--- src/rtl/fetch_unit_pkg.sv ---
// Shared types for the instruction fetch front end:
// instruction word, fetch exception code and buffer entry.
package fetch_unit_pkg;

    localparam int INSTR_BYTES = 4;

    typedef logic [31:0] enc_t;

    localparam enc_t OP_NOP = 32'h0000_0000;

    typedef enum logic {
        EX_NONE  = 1'b0,
        EX_FETCH = 1'b1
    } ex_t;

    typedef struct packed {
        enc_t        enc;
        logic [31:0] pc;
        ex_t         ex;
    } entry_t;

endpackage

--- src/rtl/fetch_unit_fifo.sv ---
// Synchronous FIFO used as the fetch instruction buffer.
// Push on full is accepted only when a pop happens in the same cycle.
module fetch_unit_fifo #(
    parameter int WIDTH = 32,
    parameter int DEPTH = 2
) (
    input  logic                     clk,
    input  logic                     rst,
    input  logic                     clear,
    input  logic                     push,
    input  logic [WIDTH-1:0]         push_data,
    input  logic                     pop,
    output logic [WIDTH-1:0]         head,
    output logic                     full,
    output logic                     empty,
    output logic [$clog2(DEPTH):0]   count
);

    localparam int AW = $clog2(DEPTH);
    localparam int CW = AW + 1;

    logic [WIDTH-1:0] mem [DEPTH];
    logic [AW-1:0]    wr_ptr;
    logic [AW-1:0]    rd_ptr;
    logic             do_push;
    logic             do_pop;

    assign empty   = (count == '0);
    assign full    = (count == CW'(DEPTH));
    assign do_pop  = pop && !empty;
    assign do_push = push && (!full || do_pop);
    assign head    = mem[rd_ptr];

    // Storage array; contents are only observed through a valid count.
    always_ff @(posedge clk) begin
        if (do_push) begin
            mem[wr_ptr] <= push_data;
        end
    end

    // Pointers and occupancy, cleared by reset or flush.
    always_ff @(posedge clk) begin
        if (rst || clear) begin
            wr_ptr <= '0;
            rd_ptr <= '0;
            count  <= '0;
        end else begin
            if (do_push) begin
                wr_ptr <= wr_ptr + AW'(1);
            end
            if (do_pop) begin
                rd_ptr <= rd_ptr + AW'(1);
            end
            count <= count + CW'(do_push) - CW'(do_pop);
        end
    end

endmodule

--- src/rtl/fetch_unit.sv ---
// Instruction fetch front end: PC, request credits, stale-response
// dropping after redirects, and the buffer toward the decoder.
module fetch_unit
    import fetch_unit_pkg::*;
#(
    parameter logic [31:0] RESET_PC  = 32'h0000_0000,
    parameter int          BUF_DEPTH = 2
) (
    input  logic        clk,
    input  logic        rst,
    input  logic        redirect_valid,
    input  logic [31:0] redirect_pc,
    output logic        imem_req_valid,
    input  logic        imem_req_ready,
    output logic [31:0] imem_req_addr,
    input  logic        imem_rsp_valid,
    input  logic [31:0] imem_rsp_data,
    input  logic        imem_rsp_err,
    output logic        out_valid,
    input  logic        out_ready,
    output enc_t        out_enc,
    output logic [31:0] out_pc,
    output ex_t         out_ex
);

    localparam int FW = $clog2(BUF_DEPTH) + 1;
    localparam int SW = FW + 1;

    logic [31:0]   pc;
    logic [31:0]   rsp_pc;
    logic [31:0]   redirect_base;
    logic [FW-1:0] inflight;
    logic [FW-1:0] drop;
    logic [FW-1:0] fifo_count;
    logic          fifo_full;
    logic          fifo_empty;
    logic          credit_ok;
    logic          req_fire;
    logic          rsp_keep;
    logic          pop;
    entry_t        push_entry;
    entry_t        head_entry;

    assign redirect_base = redirect_pc & ~32'h3;

    // Outstanding plus buffered fetches never exceed the buffer size,
    // so every response always has a slot waiting for it.
    assign credit_ok = !fifo_full
        && (({1'b0, inflight} + {1'b0, fifo_count}) < SW'(BUF_DEPTH));

    assign imem_req_valid = !rst && !redirect_valid && credit_ok;
    assign imem_req_addr  = pc;
    assign req_fire       = imem_req_valid && imem_req_ready;
    assign rsp_keep       = imem_rsp_valid && (drop == '0)
                            && !redirect_valid;

    assign out_valid = !fifo_empty;
    assign pop       = out_valid && out_ready;

    // Build the buffer entry; a faulted fetch becomes a NOP with EX_FETCH.
    always_comb begin
        push_entry.enc = imem_rsp_data;
        push_entry.pc  = rsp_pc;
        push_entry.ex  = EX_NONE;
        if (imem_rsp_err) begin
            push_entry.enc = OP_NOP;
            push_entry.ex  = EX_FETCH;
        end
    end

    // PC, response PC tracker, in-flight and drop counters.
    always_ff @(posedge clk) begin
        if (rst) begin
            pc       <= RESET_PC;
            rsp_pc   <= RESET_PC;
            inflight <= '0;
            drop     <= '0;
        end else if (redirect_valid) begin
            pc       <= redirect_base;
            rsp_pc   <= redirect_base;
            inflight <= inflight - FW'(imem_rsp_valid);
            drop     <= inflight - FW'(imem_rsp_valid);
        end else begin
            if (req_fire) begin
                pc <= pc + 32'(INSTR_BYTES);
            end
            if (rsp_keep) begin
                rsp_pc <= rsp_pc + 32'(INSTR_BYTES);
            end
            inflight <= inflight + FW'(req_fire) - FW'(imem_rsp_valid);
            if (imem_rsp_valid && (drop != '0)) begin
                drop <= drop - FW'(1);
            end
        end
    end

    fetch_unit_fifo #(
        .WIDTH ($bits(entry_t)),
        .DEPTH (BUF_DEPTH)
    ) u_buf (
        .clk       (clk),
        .rst       (rst),
        .clear     (redirect_valid),
        .push      (rsp_keep),
        .push_data (push_entry),
        .pop       (pop),
        .head      (head_entry),
        .full      (fifo_full),
        .empty     (fifo_empty),
        .count     (fifo_count)
    );

    // Decoder-facing fields read as zero while the buffer is empty.
    always_comb begin
        out_enc = '0;
        out_pc  = '0;
        out_ex  = EX_NONE;
        if (out_valid) begin
            out_enc = head_entry.enc;
            out_pc  = head_entry.pc;
            out_ex  = head_entry.ex;
        end
    end

endmodule

--- config.mk ---
export PLATFORM = sky130hd
export DESIGN_NAME = fetch_unit
export DESIGN_NICKNAME = d
export VERILOG_FILES = /design/src/rtl/fetch_unit_pkg.sv /design/src/rtl/fetch_unit_fifo.sv /design/src/rtl/fetch_unit.sv
export SDC_FILE = /design/constraint.sdc
export NUM_CORES = 1
export LEC_CHECK = 0
export CORE_MARGIN = 3
export CORE_UTILIZATION = 47
export DETAILED_ROUTE_END_ITERATION = 8
export PLACE_DENSITY = 0.76
export SYNTH_ARGS = -nofsm -noshare
export SYNTH_HDL_FRONTEND = slang
export SYNTH_SLANG_ARGS = --single-unit
--- constraint.sdc ---
create_clock -name clk -period 7.8 [get_ports clk]
set_input_delay 0.78 -clock clk [delete_from_list [all_inputs] [get_ports clk]]
set_output_delay 0.78 -clock clk [all_outputs]
set_load 0.005 [all_outputs]
# Word level (Yosys, flattened, before mapping)
# Memory sizes are Yosys's and may differ from the RTL's. A register that Yosys moved wholly into a read port is not among the register bits.
# Index checks and enable logic that the tools add are counted.
# Widths: inputs -> output; s select.
[totals]
reg_bits = 72
mem_bits_rw = 130
out_inout_bits = 99
memories = 1
[classes]
addsub = 11
magnitude_cmp = 1
eq_ne = 1
mux = 16
n_reduce_logical = 23
[mem_list]
columns = ["name", "words", "width", "rd", "rd_clocked_by_memory_dff", "wr", "line", "text"]
rows = [
  ["u_buf.mem", 2, 65, 1, 1, 1, "fetch_unit_fifo.sv:22", "logic [WIDTH-1:0] mem [DEPTH];"],
]
[ops]
columns = ["operator", "count"]
rows = [
  ["$mux 32", 7],
  ["$add 32x3->32 const B", 2],
  ["$logic_and 1x1->1", 10],
  ["$reduce_bool 2->1", 4],
  ["$mux 1", 6],
  ["$mux 2", 3],
  ["$sub 2x1->2", 3],
  ["$add 2x1->2", 2],
  ["$logic_not 1->1", 4],
  ["$logic_not 2->1", 2],
  ["$add 2x2->3", 1],
  ["$lt 3x2->1 const B", 1],
  ["$add 1x1->1 const B", 2],
  ["$eq 2x2->1 const B", 1],
  ["$logic_or 1x1->1", 2],
  ["$reduce_or 2->1", 1],
  ["$sub 2x1->2 const B", 1],
]

# Logic depth before layout (Yosys ltp)
# Gate-level depths: netlist (run 1).
[logic_depth]
depth_word = 8
depth_mapped = 15
mapped_depth_nobuf = 13

# Modules after synthesis
# From an unflattened synthesis (run 1), not the netlist that was laid out.
[unflattened]
cells_unflattened = 808
area_unflattened_um2 = 9276.4
[modules_own_cells]
columns = ["mod", "n_inst", "cells_per_inst", "area_per_inst_um2", "seq_area_each_um2"]
rows = [
  ["fetch_unit_fifo", 1, 235, 4942.2, 4003.8],
  ["fetch_unit", 1, 573, 4334.2, 1281.2],
]

# Worst setup path after synthesis (run 1)
# No wires, ideal clock.
[synth_path]
path_type = "in2reg"
startpoint = "in redirect_valid"
endpoint = "mem u_buf.mem[0][0] (netlist name), enable pin"
t_arrival_ns = 7.187
required_ns = 7.160
slack_ns = -0.027
stages = 3
n_path_buf = 2
cell_sequence = "buf_6 -> clkbuf_1 -> nor4_1"
[synth_between]
elab_chain_cells = 5
[synth_rtl]
columns = ["item", "line", "text"]
rows = [
  ["start, declared", "fetch_unit.sv:11", "input logic redirect_valid,"],
  ["$logic_not 1->1", "fetch_unit.sv:55", "&& !redirect_valid;"],
  ["$logic_and 1x1->1", "fetch_unit.sv:55", ""],
  ["$logic_and 1x1->1", "fetch_unit_fifo.sv:31", "assign do_push = push && (!full || do_pop);"],
  ["$mux 1", "fetch_unit_fifo.sv:36", "if (do_push) begin"],
  ["$mux 1 (not written as such)", "fetch_unit_fifo.sv:37", "mem[wr_ptr] <= push_data;"],
  ["end, declared", "fetch_unit_fifo.sv:22", ""],
]
# No other way between the ends.

# Final worst setup path (run 1)
[layout_path]
startpoint = "reg u_buf.count[0]"
endpoint = "reg inflight[1]"
[layout_between]
elab_chain_cells = 8
elab_cells_between_ends = 10
[layout_rtl]
columns = ["item", "line", "text"]
rows = [
  ["start, declared", "fetch_unit_fifo.sv:16", "output logic [$clog2(DEPTH):0] count"],
  ["start signal, assigned", "fetch_unit_fifo.sv:54", "count <= count + CW'(do_push) - CW'(do_pop);"],
  ["$add 2x2->3 / $eq 2x2->1 (equally long branches)", "fetch_unit.sv:49, fetch_unit_fifo.sv:29", ""],
  ["$lt 3x2->1 / $logic_not 1->1 (equally long branches)", "fetch_unit.sv:49, fetch_unit.sv:48", ""],
  ["$logic_and 1x1->1 *", "fetch_unit.sv:49", "&& (({1'b0, inflight} + {1'b0, fifo_count}) < SW'(BUF_DEPTH));"],
  ["$logic_and 1x1->1 *", "fetch_unit.sv:51", "assign imem_req_valid = !rst && !redirect_valid && credit_ok;"],
  ["$logic_and 1x1->1 *", "fetch_unit.sv:53", "assign req_fire = imem_req_valid && imem_req_ready;"],
  ["$add 2x1->2 *", "fetch_unit.sv:90", "inflight <= inflight + FW'(req_fire) - FW'(imem_rsp_valid);"],
  ["$sub 2x1->2 *", "fetch_unit.sv:90", ""],
  ["$mux 2 *", "fetch_unit.sv:78", "end else if (redirect_valid) begin"],
  ["end signal, assigned", "fetch_unit.sv:81", "inflight <= inflight - FW'(imem_rsp_valid);"],
  ["end signal, assigned", "fetch_unit.sv:90", ""],
  ["end, declared", "fetch_unit.sv:32", "logic [FW-1:0] inflight;"],
]
# Mark *: on every way between the ends. The rest lies on a longest branch, timed or not.
# A chain may end at the register's enable or synchronous reset.

==> flow_summary.toml, run 1 <==
[finish]
drive_gt1_share_pct = 5.88
final_common_cell = "clkdlybuf4s50_1"
final_nets = 1020
regArea_mm2 = 0.00517
multi_input_area_mm2 = 0.00346
fill_cells = 1480
antenna_cells = 0
final_cell_mix = "clkdlybuf4s50_1, edfxtp_1, nor2_1, mux2i_1, dfxtp_1"
syn2layout_area_growth_pct = 26.7

[synthesis]
ys_seq_area_share_pct = 58.1
yosys.area_share.xor_xnor_pct = 3.25
netlist_instances = 797
ys_warn_count = 0
yosys.area.top_type = "edfxtp_1"
synthMuxAreaShare_pct = 8.55
synth_seq_cells = 195
synth-edff-count = 126
synth_top_family_by_area = "simple AND/OR/NAND/NOR gates"
synthesis.area_mm2 = 0.00889
synth_fa_ha_area_share_pct = 1.35
synth_compound_area_share_pct = 7.32
ys_async_sr_fraction_pct = 0
synthSimpleGateAreaFrac_pct = 18.0
synth_top_area_share_pct = 42.6
synth_ff_type = "edfxtp_1"
synthTopCellsByArea = "edfxtp_1, dfxtp_1, mux2i_1"
syn_area_per_cell_um2 = 11.1
ys_types = 62

[placement]
port_buffers = 163
dpl_worst_slack_ns = 3.85
dp_hpwl_um = 12800
gp_congestion = 0.834

[clock_network]
postCtsSetupBuffers = 0
cts.sinks = 195
cts_max_level = 4
clk_pin_slew_ns = 0.07
ctsHoldBuffers = 0
cts_tree = "done"
clk_latency_ns = 0.42
cts-root-buf = "clkbuf_16"
cts_made_buffers = 17
clock_path_buffers = 2
cts_resized = 0

[floorplan]
core_region_area_mm2 = 0.0183
io_pins = 170
die_w_um = 144
die_area_mm2 = 0.0206
rows = 49
die_h_um = 144
initial_utilization_pct = 48.6

[global_route]
antenna_found_initial = 0
grt_max_degree = 67
grt_pass1_vias = 6141
grt_pass1_wl_um = 31200
overflow = 0
gr-usage-all-layers_pct = 19.2

[route]
drc = 0
route.antenna.remaining_nets = 0
post_drt_wl_per_cell_um = 16.9
dr.first_iter.drc_count = 427
num_vias = 6538
drtPass1Iterations = 5
wl_um = 20000
avgViaCountPerCell = 5.53

[timing]
min_period_ns = 3.72
post-route-period-util_pct = 47.7
max_freq_mhz = 269
fin_skew_ns = 0.0119
hold_ws_ns = 0.500
timing.final.ws_setup_ns = 4.08
rsz0062_at_grt = "false"
setup_tns_ns = 0
worstMarginPinSlew_ns = 1.08
hold_viol_final = 0
setup_viol = 0
timing.slew.headroom_pct = 28.3
slew_violations = 0

[outcome]
status = "complete, no violations"

[setup_path]
reg2reg_to = "inflight[1]"
crit_slowest_cell = "and3_1"
arrival_ns = 4.01
crit_path_start_kind = "flop"
reg2reg_from = "u_buf.count[0]"
critPathMaxStageDelay_ns = 0.69
crit_type = "flop to flop"
worstRegToRegCells = 13
crit_path_start = "u_buf.count[0]"
crit_family = "simple AND/OR/NAND/NOR gates"
rrSetupSlack_ns = 4.08
endpoint_kind = "flop"
cp_num_buf_inv = 3
critPathRequiredTime_ns = 8.09
critPathMaxFanout = 30
worstPathCellList = "inv_1 > nor2_1 > fa_1 > nor4_4 > and3_1 > inv_2 > ha_1 > inv_1 > ha_1 > xnor2_1 > o21ai_0 > xnor2_1 > nor2_1"

[pwr]
powerDensity_mw_per_mm2 = 204
p_leak_nw = 3.73
ir_worst_vdd_uv = 184

[job]
drv_cap = 0

[hold_path]
min_path_cells = 0
hold_class = "flop to flop"
worstHoldStart = "rsp_pc[31]"
whs_endpoint = "u_buf.mem[0][32]"
==> synth_stat cells, types with 6 or more instances <==
cell / number
or3_1: 6
nor2_1: 114
a211oi_1: 15
clkbuf_1: 35
nand3_1: 21
a21oi_1: 27
and2_1: 7
nor2b_1: 32
inv_1: 18
ha_1: 8
dfxtp_1: 69
a21boi_0: 6
mux2_2: 6
nand4_1: 26
and3_1: 14
nor4_1: 7
nand2_1: 47
mux2i_1: 68
xor2_1: 10
nor3_1: 14
a31oi_1: 21
o21ai_0: 12
xnor2_1: 23
edfxtp_1: 126
==> flip-flops by register name, summed over array words and instances (netlist names), named ones only <==
register and count:
u_buf.wr_ptr 1, drop 2, u_buf.count 2, u_buf.rd_ptr 1, imem_req_addr 30, inflight 2, rsp_pc 30, u_buf.mem 126
==> layer usage <==
layer  wire length, µm  track usage [%]  share of wire, %
met5                 0                0                 0
met1              9480             27.5                47
met3              1380             3.86               6.9
met2              8850             29.4                44
met4               295             6.19               1.5
==> cell type report <==
class                           count  share of cell area, %
Sequential cell                   195                   45.9
Multi-Input combinational cell    536                   30.7
Timing Repair Buffer              171                   14.9
Clock buffer                       23                   4.07
Tap cell                          229                   2.55
Clock inverter                      9                   1.16
Inverter                           19                  0.634
==> how the worst max path moves through the flow <==
| stage | cells after the start | end |
|---|---|---|
| after global placement | 12 | inflight[1] |
| after floorplan | 3 | u_buf.mem[0][0] |
| after global routing | 13 | inflight[1] |
| after CTS | 13 | inflight[1] |
| final | 13 | inflight[1] |
| after detailed placement | 12 | inflight[1] |
==> power breakdown <==
| group | total, mW | switching, mW | internal (mW) |
|---|---|---|---|
| clock network | 0.869 | 0.356 | 0.513 |
| logic | 0.241 | 0.116 | 0.124 |
| registers | 1.19 | 0.0395 | 1.15 |
==> cell families after synthesis <==
family	count (synthesis)
other	1
AO/OA/AOI/OAI	101
multiplexers	75
AND/OR/NAND/NOR	314
XOR/XNOR	33
flip-flops	195
adder cells (fa/ha/maj)	9
buffers and inverters	69
==> metrics by stage <==
stage               total power, mW  cells  instance area, µm²  util, %
floorplan                      1.33    800                8900        -
global placement               1.44   1150               10700     58.4
detailed placement             1.45   1150               10700     58.4
CTS                            2.32   1182               11300     61.6
global route                   2.39   1182               11300     61.6
finish                         2.30   1182               11300     61.6
(Power assumes the default switching activity.)
==> run 2: changes to the inputs <==
==> constraint.sdc (replaced) <==
create_clock -name clk -period 3.3 [get_ports clk]
set_input_delay 0.33 -clock clk [delete_from_list [all_inputs] [get_ports clk]]
set_output_delay 0.33 -clock clk [all_outputs]
set_load 0.005 [all_outputs]
==> run 2 against run 1 <==
Compared with the run above: clock skew shrank 0.00053 ns; sequential share of layout area shrank 0.38 points; final cell count up 0.59%.
==> flow_summary.toml, run 2 (synthesized netlist as in run 1, its figures left out) <==
[hold_path]
worstHoldStart = "redirect_valid"
min_path_cells = 4
hold_class = "input pin to flop"
whs_endpoint = "imem_req_addr[16]"

[finish]
largest_register_ffs = 126
fin_cells = 1189
antenna_cells = 0
final_cell_mix = "clkdlybuf4s50_1, edfxtp_1, nor2_1, mux2i_1, dfxtp_1"
design_area_mm2 = 0.0114
final_nets = 1027
final_common_cell = "clkdlybuf4s50_1"
top_register = "u_buf.mem"
syn2layout_area_growth_pct = 27.7
drive_gt1_share_pct = 6.67

[timing]
rsz0062_at_grt = "false"
timing.slew.headroom_pct = 45.0
max_freq_mhz = 361
worstMarginPinSlew_ns = 0.822
post-route-period-util_pct = 83.8
setup_tns_ns = 0
hold_viol_final = 0
timing.final.ws_setup_ns = 0.534
min_period_ns = 2.77
slew_violations = 0
setup_viol = 0
fin_skew_ns = 0.0114

[clock_network]
clk_latency_ns = 0.42
cts.sinks = 195
cts_resized = 0
cts_made_buffers = 17
ctsHoldBuffers = 0
clock_path_buffers = 2
cts_tree = "done"
cts-root-buf = "clkbuf_16"
postCtsSetupBuffers = 0
cts_max_level = 4
clk_pin_slew_ns = 0.07

[job]
drv_cap = 0

[global_route]
overflow = 0
gr-usage-all-layers_pct = 19.1
grt_pass1_vias = 6130
grt_pass1_wl_um = 30900
antenna_found_initial = 0
grt_max_degree = 66

[setup_path]
crit_path_start = "u_buf.count[0]"
critPathMaxFanout = 3
crit_path_start_kind = "flop"
crit_type = "flop to output pin"
reg2reg_to = "imem_req_addr[8]"
rrSetupSlack_ns = 0.58
reg2reg_from = "u_buf.count[0]"
worstRegToRegCells = 10
endpoint_kind = "output pin"
critPathMaxStageDelay_ns = 0.51
cp_num_buf_inv = 2
critPathRequiredTime_ns = 2.97
crit_family = "buffers and inverters"
arrival_ns = 2.44
worstPathCellList = "inv_1 > nor2_1 > fa_1 > nor4_4 > and2_1 > clkdlybuf4s50_1"
crit_slowest_cell = "clkdlybuf4s50_1"

[floorplan]
core_region_area_mm2 = 0.0183
io_pins = 170
rows = 49
die_w_um = 144
initial_utilization_pct = 48.6
die_h_um = 144
die_area_mm2 = 0.0206

[outcome]
status = "complete, no violations"

[placement]
dp.cells = 1157
port_buffers = 163
dpl_worst_slack_ns = 0.598
gp_congestion = 0.824
dp_hpwl_um = 13300
placed_cell_area_mm2 = 0.0108

[route]
dr.first_iter.drc_count = 379
wl_um = 20000
drtPass1Iterations = 5
route.antenna.remaining_nets = 0
post_drt_wl_per_cell_um = 16.8
num_vias = 6536
avgViaCountPerCell = 5.50
drc = 0

[pwr]
p_leak_nw = 3.78
powerDensity_mw_per_mm2 = 478
ir_worst_vdd_uv = 374
## run 2: tightest hold or removal path: cells and delay by family
kind                   cells  cell delay, ns
buffers and inverters      2            0.38
AND/OR/NAND/NOR            1            0.09
AO/OA/AOI/OAI              1            0.06
## run 2: worst max path at each step
stage,end,slack [ns],cells past startpoint
finish,imem_req_valid,0.53,6
global route,inflight[1],0.40,13
global placement,inflight[1],0.65,13
detailed placement,inflight[1],0.60,13
CTS,imem_req_valid,0.51,6
floorplan,u_buf.mem[0][0],0.07,3
## run 2: per-stage QoR
stage                     hold WS [ns]  total power [mW]  utilization, %
after floorplan                  0.429              3.14               -
after global placement           0.479              3.42            58.9
after detailed placement         0.482              3.44            58.9
after CTS                        0.472              5.48            62.1
after global routing             0.482              5.66            62.1
final                            0.486              5.43            62.1
## run 2: power by group
part | total, mW | switching [mW] | internal [mW] | leakage (nW)
Clock | 2.05 | 0.842 | 1.20 | 0.290
Combinational | 0.575 | 0.274 | 0.301 | 1.76
Sequential | 2.81 | 0.0948 | 2.71 | 1.74
Total | 5.43 | 1.21 | 4.22 | 3.78
## run 2: layout make-up
class,instances,area (µm²)
clock buffers,24,493
clock inverters,8,100
fillers,1484,6920
inverters,19,71.3
multi-input cells,536,3460
flip-flops and latches,195,5170
well taps,229,287
repair buffers,178,1770
## run 2: routing by layer
layer / global-route usage (%) / wire (µm) / up-vias
met5: 0 / 0 / -
li1: - / - / 3183
met2: 29.3 / 8970 / 233
met4: 6.54 / 294 / 0
met3: 4.03 / 1280 / 21
met1: 27.0 / 9450 / 3099
==> run 3: changes to the inputs <==
--- a/config.mk
+++ b/config.mk
@@ -6,9 +6,9 @@
 export NUM_CORES = 1
 export LEC_CHECK = 0
 export CORE_MARGIN = 3
-export CORE_UTILIZATION = 47
+export CORE_UTILIZATION = 52
 export DETAILED_ROUTE_END_ITERATION = 8
-export PLACE_DENSITY = 0.76
+export PLACE_DENSITY = 0.8
 export SYNTH_ARGS = -nofsm -noshare
 export SYNTH_HDL_FRONTEND = slang
 export SYNTH_SLANG_ARGS = --single-unit
==> constraint.sdc (replaced) <==
create_clock -name clk -period 2.87 [get_ports clk]
set_input_delay 0.287 -clock clk [delete_from_list [all_inputs] [get_ports clk]]
set_output_delay 0.287 -clock clk [all_outputs]
set_load 0.005 [all_outputs]
==> run 3 against run 2 <==
Compared with the run above: final cell count fell by 0.34%; non-clock buffer count up 5; clock-buffer cell count fell by 3; worst hold slack worse by 0.21 ns; core utilization increased by 6.6 points; cell area rose by 0.74%.
==> flow_summary.toml, run 3 (synthesized netlist as in run 1, its figures left out) <==
[outcome]
status = "complete, no violations"

[route]
num_vias = 6550
wl_um = 19800
dr.first_iter.drc_count = 333
drtPass1Iterations = 4
drc = 0
post_drt_wl_per_cell_um = 16.7
avgViaCountPerCell = 5.53
route.antenna.remaining_nets = 0

[timing]
hold_viol_final = 0
slew_violations = 0
hold_ws_ns = 0.280
timing.slew.headroom_pct = 43.9
max_freq_mhz = 364
fin_skew_ns = 0.0111
min_period_ns = 2.75
setup_viol = 0
worstMarginPinSlew_ns = 0.838
post-route-period-util_pct = 95.8
rsz0062_at_grt = "false"

[setup_path]
worstRegToRegCells = 13
critPathMaxFanout = 3
arrival_ns = 2.46
reg2reg_from = "u_buf.count[0]"
crit_path_start_kind = "flop"
crit_path_start = "u_buf.count[0]"
endpoint_kind = "output pin"
crit_type = "flop to output pin"
rrSetupSlack_ns = 0.17
reg2reg_to = "inflight[1]"
critPathRequiredTime_ns = 2.58

[finish]
antenna_cells = 0
final_common_cell = "clkdlybuf4s50_1"
top_register = "u_buf.mem"
utilization_pct = 68.7
final_cell_mix = "clkdlybuf4s50_1, edfxtp_1, nor2_1, mux2i_1, dfxtp_1"
fill_cells = 1246
final_nets = 1032
largest_register_ffs = 126
drive_gt1_share_pct = 7.67
syn2layout_area_growth_pct = 28.7

[pwr]
powerDensity_mw_per_mm2 = 553
p_leak_nw = 3.83
netSwitchingPower_mw = 1.42
pwr-share-clk_pct = 38.2
p_sw_share_pct = 22.4
power_mw = 6.33
p_int_mw = 4.91
ir_worst_vdd_uv = 437
pwr-share-seq_pct = 51.1
p_comb_share_pct = 10.7

[clock_network]
postCtsSetupBuffers = 0
cts_max_level = 4
cts_tree = "done"
clk_latency_ns = 0.42
clk_pin_slew_ns = 0.07
ctsHoldBuffers = 0
clock_path_buffers = 2
cts.sinks = 195
cts-root-buf = "clkbuf_16"
cts_resized = 0
cts_made_buffers = 17

[global_route]
grt_pass1_wl_um = 31400
grt_pass1_vias = 6379
antenna_found_initial = 0
overflow = 0
gr-usage-all-layers_pct = 21.3
grt_max_degree = 66

[floorplan]
initial_utilization_pct = 53.4
io_pins = 170
rows = 47
die_w_um = 137
core_region_area_mm2 = 0.0166
die_area_mm2 = 0.0187
die_h_um = 137

[placement]
gp_congestion = 0.843
dp_hpwl_um = 13300
port_buffers = 163

[job]
drv_cap = 0

[hold_path]
whs_endpoint = "imem_req_addr[19]"
worstHoldStart = "redirect_valid"
hold_class = "input pin to flop"
min_path_cells = 3
run 3: cell type report:
class                      instances  area (µm²)  area share (%)
sequential                       195        5170            45.2
multi-input combinational        536        3460            30.3
timing repair buffer             183        1850            16.2
clock buffer                      21         460            4.03
tap                              220         275            2.41
clock inverter                    11         150            1.31
inverter                          19        71.3           0.624
run 3: worst max-delay path by stage:
stage	to	slack [ns]	cells past startpoint
after floorplan	u_buf.mem[0][0]	-0.24	3
after global placement	inflight[1]	0.27	13
after detailed placement	inflight[1]	0.20	13
after CTS	inflight[1]	0.09	13
after global routing	imem_req_addr[4]	0.007	9
final	imem_req_valid	0.12	6
run 3: metal layers:
metal / share of wire, % / track usage, % / vias up
met4: 1.4 / 6.89 / 0
met2: 46 / 34.1 / 257
met5: 0 / 0 / -
met1: 43 / 28.6 / 3067
li1: - / - / 3200
met3: 9.2 / 5.48 / 26
run 3: power groups by stage:
stage | logic, mW | registers, mW | clock network, mW
after floorplan | 0.351 | 3.26 | 0
after global placement | 0.665 | 3.28 | 0
after detailed placement | 0.676 | 3.29 | 0
after CTS | 0.684 | 3.23 | 2.47
after global routing | 0.747 | 3.25 | 2.58
final | 0.679 | 3.23 | 2.42
run 3: critical path: stages (launching register included):
cell and delay [ns]:
dfxtp_1 0.42, inv_1 0.09, nor2_1 0.12, fa_1 0.46
nor4_4 0.23, and2_1 0.20, clkdlybuf4s50_1 0.51
run 3: per-stage QoR:
stage / cell area (µm²) / setup TNS (ns) / worst slack, ns / instances
global placement: 10800 / 0 / 0.273 / 1153
CTS: 11400 / 0 / 0.0948 / 1185
detailed placement: 10800 / 0 / 0.204 / 1153
finish: 11400 / 0 / 0.120 / 1185
global route: 11400 / 0 / 0.00675 / 1185
floorplan: 8950 / -15.24 / -0.242 / 800
